--- config.mk ---
export PLATFORM = sky130hd
export DESIGN_NAME = run_controller_flat
export DESIGN_NICKNAME = d
export VERILOG_FILES = /design/src/rtl/run_controller_if.sv /design/src/rtl/run_controller.sv /design/src/flat_wrapper.sv
export SDC_FILE = /design/constraint.sdc
export NUM_CORES = 1
export LEC_CHECK = 0
export CORE_MARGIN = 2
export CORE_UTILIZATION = 30
export CTS_CLUSTER_DIAMETER = 100
export DETAILED_ROUTE_END_ITERATION = 12
export GPL_TIMING_DRIVEN = 0
export PLACE_DENSITY = 0.55
export REMOVE_ABC_BUFFERS = 1
export SYNTH_ARGS = -nofsm -noshare
export SYNTH_HDL_FRONTEND = slang
export SYNTH_SLANG_ARGS = --single-unit
--- constraint.sdc ---
create_clock -name clock -period 5.6 [get_ports clock]
set_clock_uncertainty 0.05 [all_clocks]
set_input_delay 1.12 -clock clock [delete_from_list [all_inputs] [get_ports clock]]
set_output_delay 1.12 -clock clock [all_outputs]
set_load 0.1 [all_outputs]
--- src/rtl/run_controller_if.sv ---
// Bus bundle for run_controller: session parameters, load stream,
// data-memory port, core handshake, readback stream and status.
interface run_controller_if #(
    parameter int unsigned ADDR_BITS = 8,
    parameter int unsigned CNT_BITS  = 16
);
    logic                 go;
    logic [ADDR_BITS-1:0] load_base;
    logic [7:0]           load_len;
    logic [ADDR_BITS-1:0] dump_base;
    logic [7:0]           dump_len;

    logic                 in_valid;
    logic [7:0]           in_data;
    logic                 in_ready;

    logic                 mem_own;
    logic                 dm_we;
    logic [ADDR_BITS-1:0] dm_addr;
    logic [7:0]           dm_wdata;
    logic [7:0]           dm_rdata;

    logic                 core_start;
    logic                 core_done;

    logic                 out_valid;
    logic [7:0]           out_data;
    logic                 out_ready;

    logic                 busy;
    logic                 finished;
    logic                 timed_out;
    logic [CNT_BITS-1:0]  cycles;

    // Controller side
    modport master (
        input  go, load_base, load_len, dump_base, dump_len,
        input  in_valid, in_data,
        output in_ready,
        output mem_own, dm_we, dm_addr, dm_wdata,
        input  dm_rdata,
        output core_start,
        input  core_done,
        output out_valid, out_data,
        input  out_ready,
        output busy, finished, timed_out, cycles
    );

    // Host / memory / core side
    modport slave (
        output go, load_base, load_len, dump_base, dump_len,
        output in_valid, in_data,
        input  in_ready,
        input  mem_own, dm_we, dm_addr, dm_wdata,
        output dm_rdata,
        input  core_start,
        output core_done,
        input  out_valid, out_data,
        output out_ready,
        input  busy, finished, timed_out, cycles
    );
endinterface

--- src/rtl/run_controller.sv ---
// Session sequencer: loads a byte image into data memory, kicks the core,
// times the run (with timeout) and streams a window of memory back out.
module run_controller #(
    parameter int unsigned ADDR_BITS = 8,
    parameter int unsigned CNT_BITS  = 16,
    parameter int unsigned TIMEOUT   = 4095
) (
    input logic clock,
    input logic start,
    run_controller_if.master bus
);

    typedef enum logic [2:0] {
        S_IDLE,
        S_LOAD,
        S_KICK,
        S_RUN,
        S_DUMP,
        S_FIN
    } state_t;

    localparam logic [CNT_BITS-1:0] TIMEOUT_C = CNT_BITS'(TIMEOUT);

    state_t               state_q, state_d;
    logic [ADDR_BITS-1:0] load_base_q, load_base_d;
    logic [7:0]           load_len_q, load_len_d;
    logic [ADDR_BITS-1:0] dump_base_q, dump_base_d;
    logic [7:0]           dump_len_q, dump_len_d;
    logic [7:0]           idx_q, idx_d;
    logic                 timed_out_q, timed_out_d;
    logic [CNT_BITS-1:0]  cycles_q, cycles_d;
    logic [CNT_BITS-1:0]  cycles_inc;

    assign cycles_inc = cycles_q + 1'b1;

    // State and session registers; start clears everything asynchronously
    always_ff @(posedge clock or posedge start) begin
        if (start) begin
            state_q     <= S_IDLE;
            load_base_q <= '0;
            load_len_q  <= '0;
            dump_base_q <= '0;
            dump_len_q  <= '0;
            idx_q       <= '0;
            timed_out_q <= 1'b0;
            cycles_q    <= '0;
        end else begin
            state_q     <= state_d;
            load_base_q <= load_base_d;
            load_len_q  <= load_len_d;
            dump_base_q <= dump_base_d;
            dump_len_q  <= dump_len_d;
            idx_q       <= idx_d;
            timed_out_q <= timed_out_d;
            cycles_q    <= cycles_d;
        end
    end

    // Next-state and register update logic
    always_comb begin
        state_d     = state_q;
        load_base_d = load_base_q;
        load_len_d  = load_len_q;
        dump_base_d = dump_base_q;
        dump_len_d  = dump_len_q;
        idx_d       = idx_q;
        timed_out_d = timed_out_q;
        cycles_d    = cycles_q;

        case (state_q)
            S_IDLE: begin
                if (bus.go) begin
                    load_base_d = bus.load_base;
                    load_len_d  = bus.load_len;
                    dump_base_d = bus.dump_base;
                    dump_len_d  = bus.dump_len;
                    idx_d       = '0;
                    timed_out_d = 1'b0;
                    state_d     = (bus.load_len != 8'd0) ? S_LOAD : S_KICK;
                end
            end
            S_LOAD: begin
                if (bus.in_valid) begin
                    if (idx_q == load_len_q - 8'd1) begin
                        idx_d   = '0;
                        state_d = S_KICK;
                    end else begin
                        idx_d = idx_q + 8'd1;
                    end
                end
            end
            S_KICK: begin
                cycles_d = '0;
                state_d  = S_RUN;
            end
            S_RUN: begin
                // The exit edge still counts, so a done seen on the first
                // RUN edge reports one cycle.
                cycles_d = cycles_inc;
                if (bus.core_done) begin
                    state_d = (dump_len_q != 8'd0) ? S_DUMP : S_FIN;
                end else if (cycles_inc == TIMEOUT_C) begin
                    timed_out_d = 1'b1;
                    state_d     = S_FIN;
                end
            end
            S_DUMP: begin
                if (bus.out_ready) begin
                    if (idx_q == dump_len_q - 8'd1) begin
                        idx_d   = '0;
                        state_d = S_FIN;
                    end else begin
                        idx_d = idx_q + 8'd1;
                    end
                end
            end
            S_FIN: begin
                state_d = S_IDLE;
            end
            default: begin
                state_d = S_IDLE;
            end
        endcase
    end

    // Output decode from state and registers; dm_we qualifies in_valid
    always_comb begin
        bus.in_ready   = 1'b0;
        bus.mem_own    = 1'b0;
        bus.dm_we      = 1'b0;
        bus.dm_addr    = '0;
        bus.dm_wdata   = '0;
        bus.core_start = 1'b0;
        bus.out_valid  = 1'b0;
        bus.out_data   = '0;
        bus.busy       = (state_q != S_IDLE);
        bus.finished   = (state_q == S_FIN);
        bus.timed_out  = timed_out_q;
        bus.cycles     = cycles_q;

        case (state_q)
            S_LOAD: begin
                bus.mem_own  = 1'b1;
                bus.in_ready = 1'b1;
                bus.dm_addr  = load_base_q + ADDR_BITS'(idx_q);
                bus.dm_wdata = bus.in_data;
                bus.dm_we    = bus.in_valid;
            end
            S_KICK: begin
                bus.core_start = 1'b1;
            end
            S_DUMP: begin
                bus.mem_own   = 1'b1;
                bus.dm_addr   = dump_base_q + ADDR_BITS'(idx_q);
                bus.out_valid = 1'b1;
                bus.out_data  = bus.dm_rdata;
            end
            default: begin
            end
        endcase
    end

endmodule

--- src/flat_wrapper.sv ---
// flat-port wrapper written by rule: the top's interface ports become plain ports
module run_controller_flat 
#(
    parameter int unsigned ADDR_BITS = 8,
    parameter int unsigned CNT_BITS  = 16,
    parameter int unsigned TIMEOUT   = 4095
)
  (clock, start, bus_go, bus_load_base, bus_load_len, bus_dump_base, bus_dump_len, bus_in_valid, bus_in_data, bus_in_ready, bus_mem_own, bus_dm_we, bus_dm_addr, bus_dm_wdata, bus_dm_rdata, bus_core_start, bus_core_done, bus_out_valid, bus_out_data, bus_out_ready, bus_busy, bus_finished, bus_timed_out, bus_cycles);
  run_controller_if #(.ADDR_BITS(ADDR_BITS), .CNT_BITS(CNT_BITS)) bus_i ();
  input logic clock;
  input logic start;
  input wire logic [$bits(bus_i.go)-1:0] bus_go;
  input wire logic [$bits(bus_i.load_base)-1:0] bus_load_base;
  input wire logic [$bits(bus_i.load_len)-1:0] bus_load_len;
  input wire logic [$bits(bus_i.dump_base)-1:0] bus_dump_base;
  input wire logic [$bits(bus_i.dump_len)-1:0] bus_dump_len;
  input wire logic [$bits(bus_i.in_valid)-1:0] bus_in_valid;
  input wire logic [$bits(bus_i.in_data)-1:0] bus_in_data;
  output wire logic [$bits(bus_i.in_ready)-1:0] bus_in_ready;
  output wire logic [$bits(bus_i.mem_own)-1:0] bus_mem_own;
  output wire logic [$bits(bus_i.dm_we)-1:0] bus_dm_we;
  output wire logic [$bits(bus_i.dm_addr)-1:0] bus_dm_addr;
  output wire logic [$bits(bus_i.dm_wdata)-1:0] bus_dm_wdata;
  input wire logic [$bits(bus_i.dm_rdata)-1:0] bus_dm_rdata;
  output wire logic [$bits(bus_i.core_start)-1:0] bus_core_start;
  input wire logic [$bits(bus_i.core_done)-1:0] bus_core_done;
  output wire logic [$bits(bus_i.out_valid)-1:0] bus_out_valid;
  output wire logic [$bits(bus_i.out_data)-1:0] bus_out_data;
  input wire logic [$bits(bus_i.out_ready)-1:0] bus_out_ready;
  output wire logic [$bits(bus_i.busy)-1:0] bus_busy;
  output wire logic [$bits(bus_i.finished)-1:0] bus_finished;
  output wire logic [$bits(bus_i.timed_out)-1:0] bus_timed_out;
  output wire logic [$bits(bus_i.cycles)-1:0] bus_cycles;
  assign bus_i.go = bus_go;
  assign bus_i.load_base = bus_load_base;
  assign bus_i.load_len = bus_load_len;
  assign bus_i.dump_base = bus_dump_base;
  assign bus_i.dump_len = bus_dump_len;
  assign bus_i.in_valid = bus_in_valid;
  assign bus_i.in_data = bus_in_data;
  assign bus_in_ready = bus_i.in_ready;
  assign bus_mem_own = bus_i.mem_own;
  assign bus_dm_we = bus_i.dm_we;
  assign bus_dm_addr = bus_i.dm_addr;
  assign bus_dm_wdata = bus_i.dm_wdata;
  assign bus_i.dm_rdata = bus_dm_rdata;
  assign bus_core_start = bus_i.core_start;
  assign bus_i.core_done = bus_core_done;
  assign bus_out_valid = bus_i.out_valid;
  assign bus_out_data = bus_i.out_data;
  assign bus_i.out_ready = bus_out_ready;
  assign bus_busy = bus_i.busy;
  assign bus_finished = bus_i.finished;
  assign bus_timed_out = bus_i.timed_out;
  assign bus_cycles = bus_i.cycles;
  run_controller #(.ADDR_BITS(ADDR_BITS), .CNT_BITS(CNT_BITS), .TIMEOUT(TIMEOUT)) u_core (.clock(clock), .start(start), .bus(bus_i));
endmodule
======== After elaboration in Yosys (flattened, before gate mapping) ========
Cells that the tools add are included.
storage, ports and cells
  output and inout bits ................... 48
  bits in registers ....................... 60
  input bits .............................. 54
  logic and storage cells ................. 71
operators by class
  reduce and logical (&&, ||, !) cells .... 12
  multiplexer cells ....................... 29
  $add $sub $neg .......................... 6
  eq/ne operators ......................... 16
operators with widths
  cell                     number
  $mux W8                  7
  $pmux W16 S2             1
  $pmux W8 S3              1
  $mux W3                  7
  $add A16 B1 Y16 const B  1
  $add A8 B8 Y8            2
  $eq A16 B12 Y1 const B   1
  $eq A8 B8 Y1             2
  $pmux W8 S2              1
  $reduce_bool A8 Y1       2
  $sub A8 B1 Y8 const B    2
  $pmux W3 S5              1
  $mux W1                  9
  $add A8 B1 Y8 const B    1
  $ne A2 B2 Y1 const B     4
  $reduce_and A4 Y1        2
  $eq A3 B2 Y1 const B     2
  $eq A3 B3 Y1 const B     2
  $ne A2 B1 Y1 const B     3
  $reduce_and A6 Y1        1
  $reduce_bool A3 Y1       2
  $reduce_bool A2 Y1       2
  $eq A3 B1 Y1 const B     1
  $logic_not A3 Y1         1
  other kinds (5)          5

======== Longest topological paths before layout ========
  word-level depth ........................ 5
  mapped depth ............................ 15
  gate-level depth less buffers ........... 13

======== Worst setup path after synthesis ========
OpenSTA, ideal clock, no wires.
  path type ............................... flip-flop to output port
  from .................................... reg u_core.state_q[0]
  to ...................................... out bus_dm_addr[2]
  stages on the path, launching flop included .. 6
  data arrival time ....................... 4.409 ns
  path slack .............................. 0.021 ns
  buffers on the path ..................... 2
  data required time ...................... 4.430 ns
  cell sequence ........................... dfrtp_1 -> clkbuf_1 -> nor3b_1 -> clkbuf_1 -> nor2_1 -> nor3_1
on the way
  longest elaborated chain between the ends .. 2
  elaborated cells between the ends (all ways) .. 3
  those cells by class .................... eq/ne (2); mux (1)
ends and longest elaborated chain
  item                                                 line                   text
  from (decl)                                          run_controller.sv:24   state_t state_q, state_d;
  from (signal assigned)                               run_controller.sv:48   state_q <= state_d;
  $eq A3 B3 Y1 / $eq A3 B1 Y1 (equally long branches)  run_controller.sv:141  case (state_q)
  $pmux W8 S2 *                                        run_controller.sv:141
  to (decl)                                            flat_wrapper.sv:22     output wire logic [$bits(bus_i.dm_addr)-1:0] bus_dm_addr;
Every way passes the cells marked *; elsewhere a longest branch is shown, timed or not.

======== Worst setup path after layout ========
  from .................................... reg u_core.state_q[0]
  to ...................................... out bus_dm_addr[3]
Same word-level chain as after synthesis.

==> metrics.txt <==
IO Pins between 100 and 150; Peak VDD IR between 0.5 and 0.6 mV; Slew @ Worst Pin ~1300 ps; syn_area_per_cell between 9 and 10 sq um; global route overflow 0; max_slew headroom 15.9%; Fill cells approximately 1300; Adder-Cell Fraction of Synth Area around 4.5%; Static Leakage between 2 and 2.5 nW; Power Density around 600 mW/mm^2; port buffer count about 100; Ant. Diodes 0; CP peak stage delay 1160 ps; Post-synth EDFFs 0; DP HPWL just under 8000 um; total wire length 10600 um; placed cells a little under 700; fmax 189 MHz; CP top delay family buffers and inverters; Layout area overhead 36.4%; routability cong. 0.817; Sequential Power Share between 20% and 30%; H-tree levels 3; switch share between 50% and 60%; drt pass-1 iters 4; internal power roughly 1.6 mW; post-CTS setup buffer count 0; Yosys reg bits 60; synthesized area 0.00403 sq mm; clock root buffer clkbuf_16; fin. max-slew vios 0; DR iter-0 viols a little under 200; hold_buf cts 0; top_reg_cell synth dfrtp_1; Hold Crit Class reg2reg; Final Hold Slack around 430 ps; total number of vias 3499; die height 120 um; mux share of post-synthesis cell area 11.7%; sequential share of the synthesized area between 30 and 40%; first-pass GRT wire length between 15000 and 20000 um; Crit-path slowest cell clkdlybuf4s50_1; Max Cap Viol 0; Multi-input gate area between 0.002 and 0.0025 sq mm; compound-cell area share of the yosys netlist about 15%; Net Switching between 1.5 and 2 mW; RSZ-0062 raised after global routing no; Finished Cell Area roughly 0.0055 sq mm; CTS tree built; crit path cell chain nor2_4 -> nand2_1 -> mux2_1 -> ha_1 -> a21o_1 -> a21oi_1 -> xor2_1 -> nor2_1 -> clkdlybuf4s50_1; clock period minus worst slack between 5000 and 6000 ps; vias in the first global route 3342; Worst-path clk slew 50 ps; Area after DPL 0.00517 sq mm; final hold violations 0; startpoint types flip-flop; final core occ about two fifths; maximum clock path buffer count 2; clock power share between 10% and 20%; ratio of cells with drive above 1 in the final layout around 7.6%; WL/cell between 10 and 15 um; Core ar. approximately 0.013 sq mm; final antenna-violating net count 0; via/cell ratio between 4 and 5; Worst Path Max Fanout 28; Yosys cell types 62; CP endpoint kind primary output; clock latency on the worst-skew pair approximately 330 ps; largest family of logic cells by synthesized area simple AND/OR/NAND/NOR gates; Starting Density a little under a third; asr flop ratio synth between 90% and 100%; All-Layer GR Usage 15.0%; path type of the worst setup path reg2out; fin nets a little under 600; largest net degree at the start of global routing 39; Die ar. 0.0144 sq mm; Remaining DRCs 0; FF/Latch Area 0.00150 sq mm; Crit path buffers/inverters 1; chip width 120 um; XOR/XNOR Fraction of Synth Area 5.84%; CTS buffer count 9; total power 3.22 mW; Gate Count Post-Synth between 400 and 500; Rows 42; fin cells ~710; Final setup viols 0; WP data arrival roughly 4100 ps; Synth Area in Simple Gates a little over a fifth; status finished clean; yosys warns 0; Gate power share a little under three fifths; TritonCTS Sinks 60; Worst EP required between 4000 and 5000 ps; initial antenna violation count 0; fin crit share a little over nine tenths
==> cell usage after synthesis (2+ instances only) <==
master     n  area share (%)
mux2_2     8             2.2
and3_1    10             1.6
mux2i_1    3            0.75
nand3_1   14             1.7
nand4_1    5            0.78
o22ai_1    2            0.31
a21o_1     8             1.5
buf_2      3            0.37
xnor2_1   14             3.0
nand2b_1   5            0.78
o21ai_1   13             1.6
inv_1     18             1.7
dfrtp_1   60              37
o21ai_0    8            0.99
nor4_1     4            0.62
ha_1      13             4.0
mux2_1    31             8.7
a221oi_1   2            0.44
nand2_1   49             4.6
a21oi_1   10             1.2
nor3_1    10             1.2
nor2b_1   10             1.6
nor2_1    36             3.4
a22o_1     7             1.5
a32o_1     2            0.50
o31ai_1    7             1.3
o211ai_1   3            0.56
or4_1      4            0.75
and3b_1    2            0.44
xor2_1    11             2.4
and2_1    11             1.7
clkbuf_1  21             2.0
a31oi_1    3            0.47
a211oi_1   2            0.37
==> through the flow <==
| stage | setup TNS, ps | setup slack [ps] |
|---|---|---|
| after floorplan | -10070 | -1850 |
| after global placement | -916 | -466 |
| after detailed placement | -1080 | -550 |
| after CTS | 0 | 199 |
| after global routing | 0 | 53.8 |
| final | 0 | 304 |
==> placed cells by master, fill, tap and decap left out, types with 11 or more instances in the layout <==
master,netlist,routed
nand2_1,49,49
clkdlybuf4s50_1,0,97
o21ai_1,13,13
mux2_1,31,31
ha_1,13,13
inv_1,18,17
xor2_1,11,11
dfrtp_1,60,59
nor2_1,36,35
nand3_1,14,14
xnor2_1,14,14
==> layer usage <==
layer	GRT usage [%]	share of wire [%]
met3	3.66	4.9
met4	4.19	0.93
met2	25.5	50
met1	18.9	45
met5	0	0
==> sequential cells by signal, indices dropped and copies added, names as in the netlist <==
signal	flops
u_core.bus.cycles	16
u_core.bus.timed_out	1
u_core.dump_base_q	8
u_core.dump_len_q	8
u_core.idx_q	8
u_core.load_base_q	8
u_core.load_len_q	8
u_core.state_q	3
==> final cells by class <==
type	instances	area share [%]
Multi-Input combinational cell	333	42.9
Sequential cell	60	27.4
Timing Repair Buffer	102	18.6
Clock buffer	13	5.10
Tap cell	176	4.01
Inverter	18	1.23
Clock inverter	3	0.775
==> final timing paths <==
kind	startpoint	end	slack, ps	cells past startpoint
max reg2reg	u_core.state_q[0]	u_core.idx_q[2]	2630	5
min in group asynchronous	start	u_core.bus.cycles[6]	1110	2
min	u_core.dump_base_q[3]	u_core.dump_base_q[3]	430	1
max in group asynchronous	start	u_core.dump_base_q[3]	3790	3
min reg2reg	u_core.dump_base_q[3]	u_core.dump_base_q[3]	430	1
max	u_core.state_q[0]	bus_dm_addr[3]	300	9
==> kinds of logic (layout without fill, tap and decap cells) <==
| family | count (synthesis) | in the layout |
|---|---|---|
| xor gates and xnor gates | 26 | 26 |
| buffers and inverters | 44 | 136 |
| DFF | 60 | 60 |
| muxes | 42 | 42 |
| AOI/OAI and AO/OA | 81 | 81 |
| adders and majority gates | 14 | 14 |
| and+or+nand+nor | 170 | 170 |
==> power by group through the flow <==
stage	logic [mW]	registers [mW]	clock network (mW)
after floorplan	1.38	0.811	0
after global placement	1.82	0.786	0
after detailed placement	1.85	0.792	0
after CTS	1.86	0.791	0.609
after global routing	1.96	0.824	0.624
final	1.83	0.791	0.591
==> what timing repair did <==
item | CTS | global route
cloned | 0 | 0
gates resized for setup | 12 | 3
endpoints found under the setup margin | 7 | 2
Power figures use the tool's default switching activity.
